--- src/rtl/elastic_fifo_if.sv ---
// rtl/elastic_fifo_if.sv - write/read handshake and status bundle for elastic_fifo
// Error flag signals exist only when ELASTIC_FIFO_ERR_FLAGS_EN is defined.
interface elastic_fifo_if #(
    parameter int DATA_WIDTH = 8,
    parameter int ADDR_WIDTH = 5
);
    logic                  wr_en;
    logic                  rd_en;
    logic [DATA_WIDTH-1:0] data_in;
    logic [DATA_WIDTH-1:0] data_out;
    logic                  buf_empty;
    logic                  buf_full;
    logic [ADDR_WIDTH:0]   counter;
`ifdef ELASTIC_FIFO_ERR_FLAGS_EN
    logic                  overflow;
    logic                  underflow;
`endif

    modport master (
        output wr_en, rd_en, data_in,
`ifdef ELASTIC_FIFO_ERR_FLAGS_EN
        input  overflow, underflow,
`endif
        input  data_out, buf_empty, buf_full, counter
    );

    modport slave (
        input  wr_en, rd_en, data_in,
`ifdef ELASTIC_FIFO_ERR_FLAGS_EN
        output overflow, underflow,
`endif
        output data_out, buf_empty, buf_full, counter
    );
endinterface

--- src/rtl/elastic_fifo.sv ---
// rtl/elastic_fifo.sv - single-clock elastic FIFO with registered read data
// Define ELASTIC_FIFO_ERR_FLAGS_EN to add sticky overflow/underflow outputs.
module elastic_fifo #(
    parameter int DATA_WIDTH = 8,
    parameter int ADDR_WIDTH = 5
) (
    input  logic           clk,
    input  logic           rst,
    elastic_fifo_if.slave  bus
);
    localparam int                  DEPTH   = 2 ** ADDR_WIDTH;
    localparam logic [ADDR_WIDTH:0] DEPTH_C = (ADDR_WIDTH+1)'(DEPTH);

    logic [DATA_WIDTH-1:0] r_mem [DEPTH];
    logic [ADDR_WIDTH-1:0] r_wr_ptr;
    logic [ADDR_WIDTH-1:0] r_rd_ptr;
    logic [ADDR_WIDTH:0]   r_count;
    logic [DATA_WIDTH-1:0] r_data_out;

    logic w_empty;
    logic w_full;
    logic w_wr_acc;
    logic w_rd_acc;

    assign w_empty  = (r_count == '0);
    assign w_full   = (r_count == DEPTH_C);
    assign w_wr_acc = bus.wr_en & ~w_full;
    assign w_rd_acc = bus.rd_en & ~w_empty;

    // Storage is left out of reset so it can map onto RAM.
    always_ff @(posedge clk) begin
        if (w_wr_acc) begin
            r_mem[r_wr_ptr] <= bus.data_in;
        end
    end

    always_ff @(posedge clk) begin
        if (rst) begin
            r_wr_ptr   <= '0;
            r_rd_ptr   <= '0;
            r_count    <= '0;
            r_data_out <= '0;
        end else begin
            if (w_wr_acc) begin
                r_wr_ptr <= r_wr_ptr + 1'b1;
            end
            if (w_rd_acc) begin
                r_data_out <= r_mem[r_rd_ptr];
                r_rd_ptr   <= r_rd_ptr + 1'b1;
            end
            case ({w_wr_acc, w_rd_acc})
                2'b10:   r_count <= r_count + 1'b1;
                2'b01:   r_count <= r_count - 1'b1;
                default: r_count <= r_count;
            endcase
        end
    end

    assign bus.data_out  = r_data_out;
    assign bus.buf_empty = w_empty;
    assign bus.buf_full  = w_full;
    assign bus.counter   = r_count;

`ifdef ELASTIC_FIFO_ERR_FLAGS_EN
    logic r_overflow;
    logic r_underflow;

    always_ff @(posedge clk) begin
        if (rst) begin
            r_overflow  <= 1'b0;
            r_underflow <= 1'b0;
        end else begin
            if (bus.wr_en & w_full) begin
                r_overflow <= 1'b1;
            end
            if (bus.rd_en & w_empty) begin
                r_underflow <= 1'b1;
            end
        end
    end

    assign bus.overflow  = r_overflow;
    assign bus.underflow = r_underflow;
`endif
endmodule

--- src/flat_wrapper.sv ---
// flat-port wrapper written by rule: the top's interface ports become plain ports
module elastic_fifo_flat 
#(
    parameter int DATA_WIDTH = 8,
    parameter int ADDR_WIDTH = 5
)
  (clk, rst, bus_wr_en, bus_rd_en, bus_data_in, bus_data_out, bus_buf_empty, bus_buf_full, bus_counter);
  elastic_fifo_if #(.DATA_WIDTH(DATA_WIDTH), .ADDR_WIDTH(ADDR_WIDTH)) bus_i ();
  input  logic clk;
  input  logic rst;
  input wire logic [$bits(bus_i.wr_en)-1:0] bus_wr_en;
  input wire logic [$bits(bus_i.rd_en)-1:0] bus_rd_en;
  input wire logic [$bits(bus_i.data_in)-1:0] bus_data_in;
  output wire logic [$bits(bus_i.data_out)-1:0] bus_data_out;
  output wire logic [$bits(bus_i.buf_empty)-1:0] bus_buf_empty;
  output wire logic [$bits(bus_i.buf_full)-1:0] bus_buf_full;
  output wire logic [$bits(bus_i.counter)-1:0] bus_counter;
  assign bus_i.wr_en = bus_wr_en;
  assign bus_i.rd_en = bus_rd_en;
  assign bus_i.data_in = bus_data_in;
  assign bus_data_out = bus_i.data_out;
  assign bus_buf_empty = bus_i.buf_empty;
  assign bus_buf_full = bus_i.buf_full;
  assign bus_counter = bus_i.counter;
  elastic_fifo #(.DATA_WIDTH(DATA_WIDTH), .ADDR_WIDTH(ADDR_WIDTH)) u_core (.clk(clk), .rst(rst), .bus(bus_i));
endmodule
--- config.mk ---
export PLATFORM = sky130hd
export DESIGN_NAME = elastic_fifo_flat
export DESIGN_NICKNAME = d
export VERILOG_FILES = /design/src/rtl/elastic_fifo_if.sv /design/src/rtl/elastic_fifo.sv /design/src/flat_wrapper.sv
export SDC_FILE = /design/constraint.sdc
export NUM_CORES = 1
export LEC_CHECK = 0
export BUFFER_PORTS_ARGS = -buffer_cell sky130_fd_sc_hd__buf_2
export CAP_MARGIN = 10
export CORE_UTILIZATION = 44
export DETAILED_ROUTE_END_ITERATION = 7
export SLEW_MARGIN = 15
export SYNTH_ARGS = -nofsm -noshare
export SYNTH_HDL_FRONTEND = slang
export SYNTH_SLANG_ARGS = --single-unit
export TNS_END_PERCENT = 10
--- constraint.sdc ---
create_clock -name clk -period 3.7 [get_ports clk]
set_input_delay 0.74 -clock clk [delete_from_list [all_inputs] [get_ports clk]]
set_output_delay 0.74 -clock clk [all_outputs]
set_load 0.05 [all_outputs]
### After elaboration in Yosys (flattened, before gate mapping)

Memory sizes are Yosys's and may differ from the RTL's. A register that Yosys moved wholly into a read port is not among the register bits.
Index checks and enable logic that the tools add are counted.

| storage, ports and cells | value |
|---|---|
| bits in writable memories | 256 |
| memories kept | 1 |
| bits in registers | 16 |
| word-level logic and storage cells | 20 |
| input port bits | 12 |
| output and inout bits | 16 |

| cells by class | value |
|---|---|
| multiplexer cells | 3 |
| reductions and logical operators | 2 |
| $add $sub $neg | 4 |
| bitwise gates (word level) | 4 |
| equality and inequality tests | 3 |

Memory list:

| memory | depth | bits a word | rd ports | clocked after Yosys merged registers in | write ports | line | RTL |
|---|---|---|---|---|---|---|---|
| u_core.r_mem | 32 | 8 | 1 | 1 | 1 | elastic_fifo.sv:14 | `logic [DATA_WIDTH-1:0] r_mem [DEPTH];` |

Operator list:

| operator | number |
|---|---|
| 6-bit case mux with 2 select lines | 1 |
| 5-bit by 1-bit adder with 5-bit output, second input constant | 2 |
| 6-bit by 1-bit adder with 6-bit output, second input constant | 1 |
| 6-bit equality test, second input constant | 1 |
| 6-bit zero test | 1 |
| 6-bit by 1-bit subtractor with 6-bit output, second input constant | 1 |
| 1-bit AND | 2 |
| 2-bit by 1-bit equality test with 1-bit output, second input constant | 1 |
| 2-bit equality test, second input constant | 1 |
| 1-bit two-way mux | 2 |
| 1-bit inverter | 2 |
| 2-bit nonzero test | 1 |

### Depth between registers and ports, before layout

| depth | value |
|---|---|
| depth in word-level cells | 5 |
| gate-level depth with buffers | 12 |
| gate-level depth less buffers | 11 |

### Least setup slack after synthesis

OpenSTA, ideal clock, no wires.

| timing path | value |
|---|---|
| kind | reg-to-reg |
| start point | reg u_core.r_count[1] (netlist: u_core.bus.counter[1]) |
| end point | reg u_core.r_count[5] (netlist: u_core.bus.counter[5]) |
| setup slack | 581 ps |
| setup time | 123 ps |
| period minus slack after synthesis | 3119 ps |
| arrival time | 2996 ps |
| data required time | 3577 ps |
| path buffers | 1 |
| stages on the path, launching flop included | 12 |
| cells stage by stage | dfxtp_1 or4_4 o31a_1 clkbuf_1 inv_2 ha_1 ha_1 a21o_1 a21oi_1 nand4b_1 nand4_1 mux2_1 |

| on the way | value |
|---|---|
| longest elaborated chain between the ends | 5 |
| elaborated cells between the ends (all ways) | 12 |
| classes of those cells | 2 x add/sub; 3 x eq/ne; 1 x mux; 4 x bitwise; 2 x reduce/logical |

Ends and longest elaborated chain:

| item | line | RTL |
|---|---|---|
| from (decl) | elastic_fifo.sv:17 | `logic [ADDR_WIDTH:0] r_count;` |
| from (signal assigned) | elastic_fifo.sv:52 | `2'b10: r_count <= r_count + 1'b1;` |
| from (signal assigned) | elastic_fifo.sv:53 | `2'b01: r_count <= r_count - 1'b1;` |
| from (signal assigned) | elastic_fifo.sv:54 | `default: r_count <= r_count;` |
| 6-bit equality test / 6-bit zero test (equally long branches) | elastic_fifo.sv:26, elastic_fifo.sv:25 |  |
| 1-bit inverter (on tied branches) | elastic_fifo.sv:27, elastic_fifo.sv:28 |  |
| 1-bit AND (on tied branches) | elastic_fifo.sv:27, elastic_fifo.sv:28 |  |
| 2-bit by 1-bit equality test with 1-bit output / 2-bit equality test (equally long branches) | elastic_fifo.sv:51 | `case ({w_wr_acc, w_rd_acc})` |
| 6-bit case mux with 2 select lines / 2-bit nonzero test (equally long branches) | -- |  |

Several ways; a longest one is shown, not always the timed one.
A chain may end at the register's enable or synchronous reset.

### Worst setup path after layout

Ends and elaborated chain as after synthesis.

==> impl_results.md <==
- Status: finished, final reports clean
- Sequential Power Share: 45.8%
- Seq/Total Area, Yosys: 73.4%
- Worst setup SP type: flip-flop
- CTS buffer count: 28
- WP data arrival: 3.58 ns
- Hold-fix buffers, CTS: 0
- Commonest cells after routing, fill and taps aside: edfxtp_1 (256), nor2_1 (54), mux4_2 (44)
- GP Congestion: 0.771
- Period Utilization, post-route: 85.3%
- Synth async-reset ratio: 0%
- Switch share: between 20% and 30%
- IO Port Bufs: 27
- DRT Wirelength: around 23 mm
- Pint: 0.00583 W
- Grt ovf: 0
- Logic pwr share: 20.1%
- Critical Path Sink Type: flip-flop
- First-pass GRT wire length: 34.9 mm
- WP data required: 4.12 ns
- Final Skew: 0.00803 ns
- Die height: 161 µm
- Register area: 8170 µm²
- Most common cell after layout, fill and taps aside: edfxtp_1
- Power per cell area: 648 nW/µm²
- Worst hold path class: reg -> reg
- Share of cells above drive strength 1: 20.4%
- H-tree depth: 1
- Worst-Margin Slew: around 1.0 ns
- Pin count of the biggest net entering global routing: 44
- Maximum vdd ir drop: 471 µV
- Vias in the first global route: between 5000 and 6000
- LEAKAGE: 3.95 nW
- YS warnings: 0
- Clock tree from TritonCTS: yes
- Residual DRC: 0
- Final setup vio count: 0
- Clock power share: 34.1%
- Post-CTS setup repair buffer count: 0
- Row cnt: 57
- Core area: 24500 µm²
- Ant diodes: 0
- Sinks on Clock Net: 280
- Worst path max stage delay: 0.58 ns
- Clk buf depth: 3
- Setup CP Type: reg -> reg
- Gr usage total: 18.0%
- Main flop type after synthesis: edfxtp_1
- Post-Syn Nets: between 600 and 700
- Clock Pin Slew Worst Setup and Hold Paths: 0.06 ns
- WP buf/inv: 0
- Syn Std Cell Area: 11100 µm²
- Slowest cell on crit path: or4_4
- Unrepaired setup endpoints after global routing: no
- Antenna violations before repair: 0
- Hold Worst Slack: 0.474 ns
- Sequence of cells on the critical path: or4_4 > o31a_1 > ha_1 > ha_1 > a21o_1 > a21oi_1 > nand4b_1 > nand4_1 > mux2_1
- Nets: 656
- Critical path fanouts, max: 8
- Fin. Hold Viols: 0
- Root Driver: clkbuf_16
- Detailed Place HPWL: around 14 mm
- Area occupied by multi-input gates: 2740 µm²
- Area grow syn2layout: 12.0%
- Max-cap violations: 0
- # fillers: approximately 2000
- Avg WL per Cell: around 23 µm
- Post-DRT Antenna Nets: 0
- Maximum clock frequency: about 320 MHz
- Cell variety after synth: 47
- Delay-heaviest family, CP: simple AND/OR/NAND/NOR gates
- Synth Instances: 598
- Switching pwr: 0.00225 W
- Share of the synthesized area in the top cell type: 69.1%
- CP most frequent cell: ha_1
- Vias/cell: between 5 and 6
- CTS resizes: 0
- Die extent in x: 161 µm
- Initial core utilization: 45.4%
- Number of iterations in the first detailed-routing pass: 7
- Syn_area_per_cell: 18.6 µm²
- Synth area leader: edfxtp_1
- IO Count: 28
- Pins over their slew limit: 0
- Via Count: ~5500
- Die area: between 20000 and 30000 µm²
- DRT iter0 DRCs: 346
- Yosys reg bits: 280
- Slew margin rel.: 31.7%
- TNS Setup: 0 ns
- EDFF count, synth: ~260
- Post-layout minimum cycle time: 3.16 ns
- Top cells by area, synth: edfxtp_1 (69%), mux4_2 (8.9%), dfxtp_1 (4.3%)
- Clk_lat worst skew: approximately 0.54 ns
## metrics by stage
| stage | util (%) | instances | power, W | setup WS [ns] | cell area, µm² |
|---|---|---|---|---|---|
| 2_1_floorplan | - | 598 | 0.00500 | 0.581 | 11100 |
| 3_3_place_gp | 47.2 | 927 | 0.00536 | 0.687 | 11600 |
| 3_5_place_dp | 47.2 | 927 | 0.00541 | 0.583 | 11600 |
| 4_1_cts | 50.8 | 977 | 0.00814 | 0.564 | 12500 |
| 5_1_grt | 50.8 | 977 | 0.00840 | 0.413 | 12500 |
| 6_report | 50.8 | 977 | 0.00807 | 0.544 | 12500 |
## synth_stat cells (4+ instances only)
cell type	count
a22o_1	14
inv_1	9
mux4_1	5
nand2_1	13
o221ai_1	8
ha_1	10
clkbuf_1	17
nand4_1	4
nor2_1	55
a2111oi_2	7
mux4_2	44
xnor2_1	5
mux2i_1	32
a21oi_1	22
dfxtp_1	24
nor2b_1	5
o22ai_1	7
buf_2	5
edfxtp_1	256
xor2_1	5
a22oi_1	8
buf_4	6
## kinds of logic (layout without fill, tap and decap cells)
group                    after synthesis  count (layout)  synth area share (%)
buffers and inverters                 43              98                  2.06
AO/OA/AOI/OAI                         77              77                  5.51
multiplexers                          82              82                  13.1
AND/OR/NAND/NOR                       95              95                  3.89
adder cells (fa/ha/maj)               11              11                  1.30
XOR/XNOR                              10              10                 0.787
flip-flops                           280             280                  73.4
## registers in the layout, summed over array words and instances (netlist names)
| register | flops |
|---|---|
| u_core.r_mem | 256 |
| u_core.r_rd_ptr | 5 |
| u_core.bus.counter | 6 |
| u_core.r_wr_ptr | 5 |
| u_core.bus.data_out | 8 |
## power by group through the flow
stage	clock network (W)	logic [W]	registers (W)
final	0.00275	0.00162	0.00370
after global routing	0.00293	0.00175	0.00372
after floorplan	0	0.00109	0.00391
after global placement	0	0.00160	0.00376
after detailed placement	0	0.00164	0.00377
after CTS	0.00280	0.00164	0.00370
## area by class of cell
type | count | area share [%]
timing repair buffer | 38 | 1.85
multi-input combinational | 275 | 21.9
clock inverter | 13 | 1.06
inverter | 10 | 0.301
tap | 324 | 3.25
clock buffer | 37 | 6.06
sequential | 280 | 65.5
## worst reg2reg max path: cells and delay by family, from the launching register on
family                     cells  cell delay [ns]
and+or+nand+nor                3             0.86
AOI/OAI and AO/OA              3             0.85
adders and majority gates      2             0.67
DFF                            1             0.35
muxes                          1             0.31
## path summary, 6_finish.rpt
kind                           from                      to  slack [ns]  cells past startpoint
min reg2reg  u_core.bus.data_out[3]  u_core.bus.data_out[3]        0.47                      1
min          u_core.bus.data_out[3]  u_core.bus.data_out[3]        0.47                      1
max           u_core.bus.counter[1]   u_core.bus.counter[5]        0.54                      9
max reg2reg   u_core.bus.counter[1]   u_core.bus.counter[5]        0.54                      9
## per-layer routing
layer | up-vias | part of all wire, % | track usage (%)
met2 | 130 | 48 | 29.1
met4 | 0 | 1.7 | 4.42
met1 | 2880 | 46 | 25.7
met5 | - | 0 | 0
li1 | 2473 | - | -
met3 | 29 | 4.6 | 3.00
No activity file was read; power rests on OpenSTA's default activity.
